<file path="config.mk">
export PLATFORM = sky130hd
export DESIGN_NAME = wb_arbiter
export DESIGN_NICKNAME = d
export VERILOG_FILES = /design/src/rtl/wb_arbiter_pkg.sv /design/src/rtl/wb_fifo.sv /design/src/rtl/wb_arbiter.sv
export SDC_FILE = /design/constraint.sdc
export NUM_CORES = 1
export LEC_CHECK = 0
export BUFFER_PORTS_ARGS = -buffer_cell sky130_fd_sc_hd__buf_2
export CAP_MARGIN = 20
export CORE_ASPECT_RATIO = 0.5
export CORE_UTILIZATION = 56
export CTS_CLUSTER_SIZE = 20
export DETAILED_ROUTE_END_ITERATION = 8
export PLACE_DENSITY = 0.81
export SLEW_MARGIN = 20
export SYNTH_ARGS = -nofsm -noshare
export SYNTH_HDL_FRONTEND = slang
export SYNTH_SLANG_ARGS = --single-unit
</file>
<file path="constraint.sdc">
create_clock -name clk -period 3.8 [get_ports clk]
set_clock_uncertainty 0.15 [all_clocks]
set_input_delay 0.57 -clock clk [delete_from_list [all_inputs] [get_ports clk]]
set_output_delay 0.57 -clock clk [all_outputs]
set_load 0.01 [all_outputs]
</file>
<file path="src/rtl/wb_arbiter_pkg.sv">
// Shared constants, bus payload and source encodings for the writeback arbiter.
package wb_arbiter_pkg;

  localparam int unsigned DEPTH = 2;   // LU result buffer entries (power of two, >= 2)
  localparam int unsigned DW    = 32;  // data width
  localparam int unsigned AW    = 5;   // register index width
  localparam int unsigned CW    = $clog2(DEPTH) + 1;  // buffer occupancy width
  localparam int unsigned NREG  = 32'(1) << AW;       // architectural register count

  localparam logic [AW-1:0] REG_ZERO = '0;  // index 0 means "no write"

  // One buffered long-latency result
  typedef struct packed {
    logic          valid;
    logic [AW-1:0] rd;
    logic [DW-1:0] data;
  } wb_entry_t;

  // Which source owns the register-file write port this cycle
  typedef enum logic [1:0] {
    WB_SRC_NONE   = 2'd0,
    WB_SRC_PIPE   = 2'd1,
    WB_SRC_FIFO   = 2'd2,
    WB_SRC_BYPASS = 2'd3
  } wb_src_e;

endpackage

</file>
<file path="src/rtl/wb_fifo.sv">
// Compacting LU result buffer with per-entry destination-match squash.
// Entry 0 is always the head; surviving entries shift down every cycle.
// Optional: WB_PENDING_EN adds pending_mask (one bit per buffered destination).
module wb_fifo
  import wb_arbiter_pkg::*;
(
  input  logic          clk,
  input  logic          rst_n,
  input  logic          push,
  input  logic [AW-1:0] push_rd,
  input  logic [DW-1:0] push_data,
  input  logic          pop,
  input  logic          squash,
  input  logic [AW-1:0] squash_rd,
  output logic [AW-1:0] head_rd,
  output logic [DW-1:0] head_data,
  output logic [CW-1:0] count
`ifdef WB_PENDING_EN
  ,
  output logic [NREG-1:0] pending_mask
`endif
);

  wb_entry_t     ent_q [DEPTH];
  wb_entry_t     ent_d [DEPTH];
  logic [CW-1:0] count_q;
  logic [CW-1:0] count_d;
  int unsigned   fill;

  // Drop popped/squashed entries, compact survivors toward the head, append push
  always_comb begin
    fill = 0;
    for (int unsigned j = 0; j < DEPTH; j++) begin
      ent_d[j] = '0;
    end
    for (int unsigned i = 0; i < DEPTH; i++) begin
      if (ent_q[i].valid && !(pop && (i == 0)) &&
          !(squash && (ent_q[i].rd == squash_rd))) begin
        for (int unsigned j = 0; j < DEPTH; j++) begin
          if (j == fill) ent_d[j] = ent_q[i];
        end
        fill = fill + 1;
      end
    end
    if (push) begin
      for (int unsigned j = 0; j < DEPTH; j++) begin
        if (j == fill) ent_d[j] = '{valid: 1'b1, rd: push_rd, data: push_data};
      end
      fill = fill + 1;
    end
    count_d = CW'(fill);
  end

  // Buffer storage and occupancy
  always_ff @(posedge clk or negedge rst_n) begin
    if (!rst_n) begin
      for (int unsigned i = 0; i < DEPTH; i++) begin
        ent_q[i] <= '0;
      end
      count_q <= '0;
    end else begin
      for (int unsigned i = 0; i < DEPTH; i++) begin
        ent_q[i] <= ent_d[i];
      end
      count_q <= count_d;
    end
  end

  assign head_rd   = ent_q[0].rd;
  assign head_data = ent_q[0].data;
  assign count     = count_q;

`ifdef WB_PENDING_EN
  // One bit per register targeted by a live buffered entry
  always_comb begin
    pending_mask = '0;
    for (int unsigned i = 0; i < DEPTH; i++) begin
      if (ent_q[i].valid) pending_mask[ent_q[i].rd] = 1'b1;
    end
  end
`endif

endmodule

</file>
<file path="src/rtl/wb_arbiter.sv">
// Register-file write-port arbiter: pipeline writeback has fixed priority,
// long-latency results bypass into idle slots or wait in wb_fifo.
// Optional: WB_PENDING_EN adds the pending_mask output.
module wb_arbiter
  import wb_arbiter_pkg::*;
(
  input  logic          clk,
  input  logic          rst_n,
  input  logic          pipe_we,
  input  logic [AW-1:0] pipe_rd,
  input  logic [DW-1:0] pipe_data,
  input  logic          lu_valid,
  output logic          lu_ready,
  input  logic [AW-1:0] lu_rd,
  input  logic [DW-1:0] lu_data,
  output logic [AW-1:0] rwd,
  output logic [DW-1:0] wb_data,
  output logic [CW-1:0] buf_count
`ifdef WB_PENDING_EN
  ,
  output logic [NREG-1:0] pending_mask
`endif
);

  logic          pipe_own_c;
  logic          lu_fire_c;
  logic          lu_live_c;
  logic          fifo_pop_c;
  logic          fifo_push_c;
  wb_src_e       src_c;
  logic          ready_en_q;
  logic [AW-1:0] head_rd;
  logic [DW-1:0] head_data;
  logic [AW-1:0] rwd_q;
  logic [DW-1:0] wb_data_q;

  wb_fifo u_fifo (
    .clk       (clk),
    .rst_n     (rst_n),
    .push      (fifo_push_c),
    .push_rd   (lu_rd),
    .push_data (lu_data),
    .pop       (fifo_pop_c),
    .squash    (pipe_own_c),
    .squash_rd (pipe_rd),
    .head_rd   (head_rd),
    .head_data (head_data),
    .count     (buf_count)
`ifdef WB_PENDING_EN
    ,
    .pending_mask (pending_mask)
`endif
  );

  // Ready comes up on the first edge after reset release; drops only when full
  always_ff @(posedge clk or negedge rst_n) begin
    if (!rst_n) ready_en_q <= 1'b0;
    else        ready_en_q <= 1'b1;
  end

  assign lu_ready = ready_en_q && rst_n && (buf_count < CW'(DEPTH));

  // Slot ownership: pipe first, then buffered head, then direct LU bypass
  always_comb begin
    src_c       = WB_SRC_NONE;
    fifo_pop_c  = 1'b0;
    fifo_push_c = 1'b0;
    pipe_own_c  = pipe_we && (pipe_rd != REG_ZERO);
    lu_fire_c   = lu_valid && lu_ready;
    // Discard rd==0 results and results overwritten by the younger pipe write
    lu_live_c   = lu_fire_c && (lu_rd != REG_ZERO) &&
                  !(pipe_own_c && (lu_rd == pipe_rd));
    if (pipe_own_c) begin
      src_c       = WB_SRC_PIPE;
      fifo_push_c = lu_live_c;
    end else if (buf_count != '0) begin
      src_c       = WB_SRC_FIFO;
      fifo_pop_c  = 1'b1;
      fifo_push_c = lu_live_c;
    end else if (lu_live_c) begin
      src_c       = WB_SRC_BYPASS;
    end
  end

  // Write-port registers; data holds when the slot goes unused
  always_ff @(posedge clk or negedge rst_n) begin
    if (!rst_n) begin
      rwd_q     <= REG_ZERO;
      wb_data_q <= '0;
    end else begin
      case (src_c)
        WB_SRC_PIPE: begin
          rwd_q     <= pipe_rd;
          wb_data_q <= pipe_data;
        end
        WB_SRC_FIFO: begin
          rwd_q     <= head_rd;
          wb_data_q <= head_data;
        end
        WB_SRC_BYPASS: begin
          rwd_q     <= lu_rd;
          wb_data_q <= lu_data;
        end
        default: begin
          rwd_q     <= REG_ZERO;
        end
      endcase
    end
  end

  assign rwd     = rwd_q;
  assign wb_data = wb_data_q;

endmodule
</file>
== Word level (Yosys, flattened, before mapping) ==
Cells that the tools add are included.
Cells by class
  $add $sub $neg: 2
  $mul: 0
  divide/modulo/power cells: 0
  order comparisons: 1
  equality and inequality tests: 8
  shifts and indexed selects: 0
  mux-type cells: 19
  bitwise operators: 0
  reductions and logical operators: 22
Operators by type and width (count)
  two-way mux 38 bit: 5
  two-way mux 76 bit: 2
  one-hot mux 32 bit (3 select lines): 1
  equality test 1 x 32 -> 1 bit (first input constant): 2
  logical NOT 32 bit: 2
  adder 32 x 1 -> 32 bit (second input constant): 1
  two-way mux 32 bit: 1
  equality test 5 bit: 3
  one-hot mux 5 bit (3 select lines): 1
  logical AND 1 bit: 12
  nonzero test 5 bit: 2
  two-way mux 2 bit: 4
  two-way mux 1 bit: 5
  equality test 2 bit (second input constant): 2
  logical NOT 1 bit: 4
  nonzero test 3 bit: 1
  adder 2 x 1 -> 2 bit (second input constant): 1
  equality test 2 x 1 -> 1 bit (second input constant): 1
  < comparator 2 bit (second input constant): 1
  nonzero test 2 bit: 1
Word-level totals
  register bits after elaboration: 116
  bits in latches: 0
  RAM bits: 0
  ROM bits: 0
  input port bits: 78
  output and inout port bits: 40
  word-level logic and storage cells: 62
  memories kept: 0

== Logic depth before layout (Yosys ltp) ==
  depth in word-level cells: 12
  mapped depth: 11
  mapped depth without buffers: 8

== By module ==
From an unflattened synthesis, not the netlist that was laid out.
Unflattened totals
  cell total of the unflattened synthesis: 672
  area total of the unflattened synthesis: 6341.1 sq um
Modules (own cells, without submodules)
  wb_fifo: instances 1, cells an instance 438, area an instance 3920.0 sq um, sequential area each 1951.9 sq um
  wb_arbiter: instances 1, cells an instance 234, area an instance 2421.1 sq um, sequential area each 950.9 sq um

== Least setup slack after synthesis ==
No wires, ideal clock.
  path type: input-to-reg
  start point: in pipe_rd[0]
  end point: reg u_fifo.ent_q[10] (netlist bit)
  library setup time: 65 ps
  arrival: 2900 ps
  required time: 3585 ps
  slack: 684 ps
  stages on the path: 11
  path buffers: 3
  cells stage by stage: buf_2 -> xor2_1 -> a211o_1 -> o211a_2 -> inv_2 -> buf_2 -> ha_1 -> inv_1 -> nor3_2 -> clkbuf_1 -> a22o_1
RTL lines
  start, declared: RTL line wb_arbiter.sv:10  | input logic [AW-1:0] pipe_rd,
  end signal, assigned by index: RTL line wb_fifo.sv:63  | ent_q[i] <= ent_d[i];
  end, declared: RTL line wb_fifo.sv:24  | wb_entry_t ent_q [DEPTH];

==> metrics.csv <==
stage,metric,value,unit
timing,Worst-Margin Slew,909.1,ps
outcome,outcome,"finished, final reports clean",
power_and_ir_drop,worst ir drop on vdd,0.3880,mV
global_route,antenna violations before repair,0,
setup_path,Worst Path Max Fanout,27,
synthesis,Post-synth top flop,dfrtp_1,
cts,clk slew on worst S/H paths,60,ps
place,GPL Wtd Cong,0.8955,
layout,register area,0.002903,mm^2
cts,CTS tree,yes,
global_route,met1 Resource Use GR,0.4066,
cts,Post-CTS Hold Buffers,0,
timing,fin crit share,0.7422,
floorplanning,IO Count,118,
timing,Slew Limit Fails,0,
cts,Longest Clk Path Bufs,2,
setup_path,Worst path max stage delay,410,ps
synthesis,post-synth top area cell,dfrtp_1,
timing,Max Fclk,0.3546,GHz
synthesis,mapped cell area,0.006116,mm^2
timing,unrepaired setup endpoints after global routing,false,
min_path,Hold Crit Class,in -> async,
synthesis,top cells by instance count after synthesis,"dfrtp_1 (116), nand2_1 (71), a31oi_1 (42)",
synthesis,"flops & latches, synth",116,
synthesis,cells taking the most area after synthesis,"dfrtp_1 (47%), mux2_1 (7.4%), mux2_2 (6.3%)",
power_and_ir_drop,Lkg Pwr,0.003639,uW
timing,Final Hold Fails,0,
setup_path,Worst path slowest cell,dfrtp_1,
global_route,number of global-route vias before repair,4978,
layout,Nets,763,
global_route,Most Crowded Layer GR,met2,
setup_path,CP endpoint kind,flip-flop,
drt,Final ANT Viol Nets,0,
synthesis,Syn. warnings,0,
setup_path,Critical Path Start Type,flip-flop,
synthesis,syn_area_per_cell,10.45,um^2
synthesis,Gate Count Post-Synth,585,
layout,Antenna Cells,0,
cts,H-tree depth,4,
cts,post-CTS resize count,0,
setup_path,Buffers & Inverters on Critical Path,2,
layout,layout overhead on the synthesized area,21.36,%
power_and_ir_drop,Power Density,606.8,mW/mm^2
floorplanning,Initial Util,0.5875,
cts,TritonCTS buffer count,17,
setup_path,"Req. time, crit path",3940,ps
layout,number of fillers in the final layout,792,
synthesis,"Seq/Total Area, Yosys",0.4746,
global_route,All-Layer GR Usage,0.2973,
drt,Post-route DRC,0,
layout,area used by multi-input combinational logic,0.002974,mm^2
global_route,gr ovfl total,0,
drt,Post-Route WL,16080,um
floorplanning,Die W,149.8,um
synthesis,top-count cell post-synth,dfrtp_1,
floorplanning,die height,75.90,um
drt,DR iter-0 viols,374,
global_route,first-pass GRT wire length,25430,um
timing,# setup viols final,0,
power_and_ir_drop,"Power, Total",4504,uW
run,maxcap violations,0,
setup_path,worst-path cell chain,"xor2_1, a211o_1, o211a_2, inv_2, ha_1, nand3_2, buf_12, mux2_1",
setup_path,Worst Path Arrival,2960,ps
synthesis,asr flop ratio synth,1.000,
drt,routed vias/inst,6.096,
cts,root buf cell,clkbuf_16,
cts,worst skew pair latency,420,ps
synthesis,number of distinct library cells after synthesis,44,
floorplanning,die area,0.01137,mm^2
layout,layout cells sized above 1,0.3079,
setup_path,cell family with most CP delay,compound AO/OA/AOI/OAI gates,
global_route,met2 Usage GRT,0.4784,
floorplanning,Core ar.,0.01041,mm^2
global_route,met3 usage,0.05928,
cts,Post-CTS Setup Inserts,0,
synthesis,share of Yosys cell area claimed by the top area cell type,0.4746,
timing,setup TNS,0,ps
place,DP HPWL,9363,um
global_route,largest net degree at the start of global routing,91,
floorplanning,Rows,26,
place,IO Port Bufs,117,
setup_path,critical path class,reg -> reg,
drt,WL/cell,19.26,um
cts,Clock Sinks,116,
drt,Via Count,5090,
synthesis,Post-synth EDFFs,0,
drt,first drt pass iteration count,5,
timing,post-layout min period,2820,ps
timing,Rel. slew slack,0.3939,
synthesis,"Net Count, Synth",666,
## cells by family after synthesis
kind of cell,Yosys count,synth area share
other,1,0.0006132
adder cells (fa/ha/maj),3,0.006138
AND/OR/NAND/NOR,94,0.06629
XOR/XNOR,16,0.02291
flip-flops,116,0.4746
buffers and inverters,60,0.04542
AO/OA/AOI/OAI,195,0.2052
multiplexers,100,0.1788
## cells in the final DEF, fill, tap and decap left out, types with 7 or more instances in the layout
cell,instances
mux2_1,40
a21oi_1,10
nand2_1,71
xnor2_1,9
clkbuf_16,17
mux2i_1,26
buf_2,116
o22ai_1,13
o21ai_0,41
o21ai_1,41
xor2_1,7
buf_4,17
mux2_2,34
a22o_1,37
dfrtp_1,116
a31oi_1,42
## state kept, by name (all words and copies together), names as in the netlist
name and cells:
u_fifo.ent_q 39, u_fifo.head_data 32, wb_data 32, rwd 5
u_fifo.head_rd 5, u_fifo.count 2, ready_en_q 1
## stage by stage
step	worst slack (ps)	instances	utilization	hold WS (ps)	instance area [um^2]
floorplan	684.1	585	-	124.4	6116
global route	816.1	835	0.7130	217.5	7422
CTS	992.1	835	0.7130	185.7	7422
finish	979.6	835	0.7130	169.5	7422
detailed placement	677.8	803	0.6528	334.1	6795
global placement	728.7	803	0.6528	332.3	6795
## layout make-up
class,instances,share of cell area
clock buffer,22,0.06389
tap,140,0.02360
clock inverter,10,0.02057
sequential,116,0.3911
inverter,4,0.002023
timing repair buffer,134,0.09811
multi-input combinational,409,0.4007
## power by group
part,switching (uW),internal [uW],leakage (uW)
clock network,569,1140,0.000310
registers,96.1,1410,0.00153
logic,778,510,0.00180
total,1440,3060,0.00364
## layer usage
| metal | routed length (um) | up-vias |
|---|---|---|
| li1 | - | 2342 |
| met1 | 7358 | 2524 |
| met2 | 7544 | 198 |
| met3 | 929 | 26 |
| met4 | 246 | 0 |
| met5 | 0 | - |
## final timing paths
| kind | startpoint | end | slack [ps] | cells after the start |
|---|---|---|---|---|
| max in group asynchronous | rst_n | wb_data[30]$_DFFE_PN0P_ | 2020 | 3 |
| min in group clk | pipe_data[2] | wb_data[2]$_DFFE_PN0P_ | 210 | 3 |
| worst min-delay path | rst_n | u_fifo.ent_q[6]$_DFF_PN0_ | 170 | 2 |
| worst max-delay path | u_fifo.head_rd[0]$_DFF_PN0_ | u_fifo.head_data[31]$_DFF_PN0_ | 980 | 8 |
| worst min register to register | u_fifo.ent_q[20]$_DFF_PN0_ | u_fifo.ent_q[20]$_DFF_PN0_ | 350 | 1 |
| worst max register to register | u_fifo.head_rd[0]$_DFF_PN0_ | u_fifo.head_data[31]$_DFF_PN0_ | 980 | 8 |
## worst register-to-register path, stage by stage (launching register included)
cell and delay (ps):
dfrtp_1 410, xor2_1 160, a211o_1 270, o211a_2 280
inv_2 220, ha_1 240, nand3_2 320, buf_12 320
mux2_1 330
(Power assumes the default switching activity.)
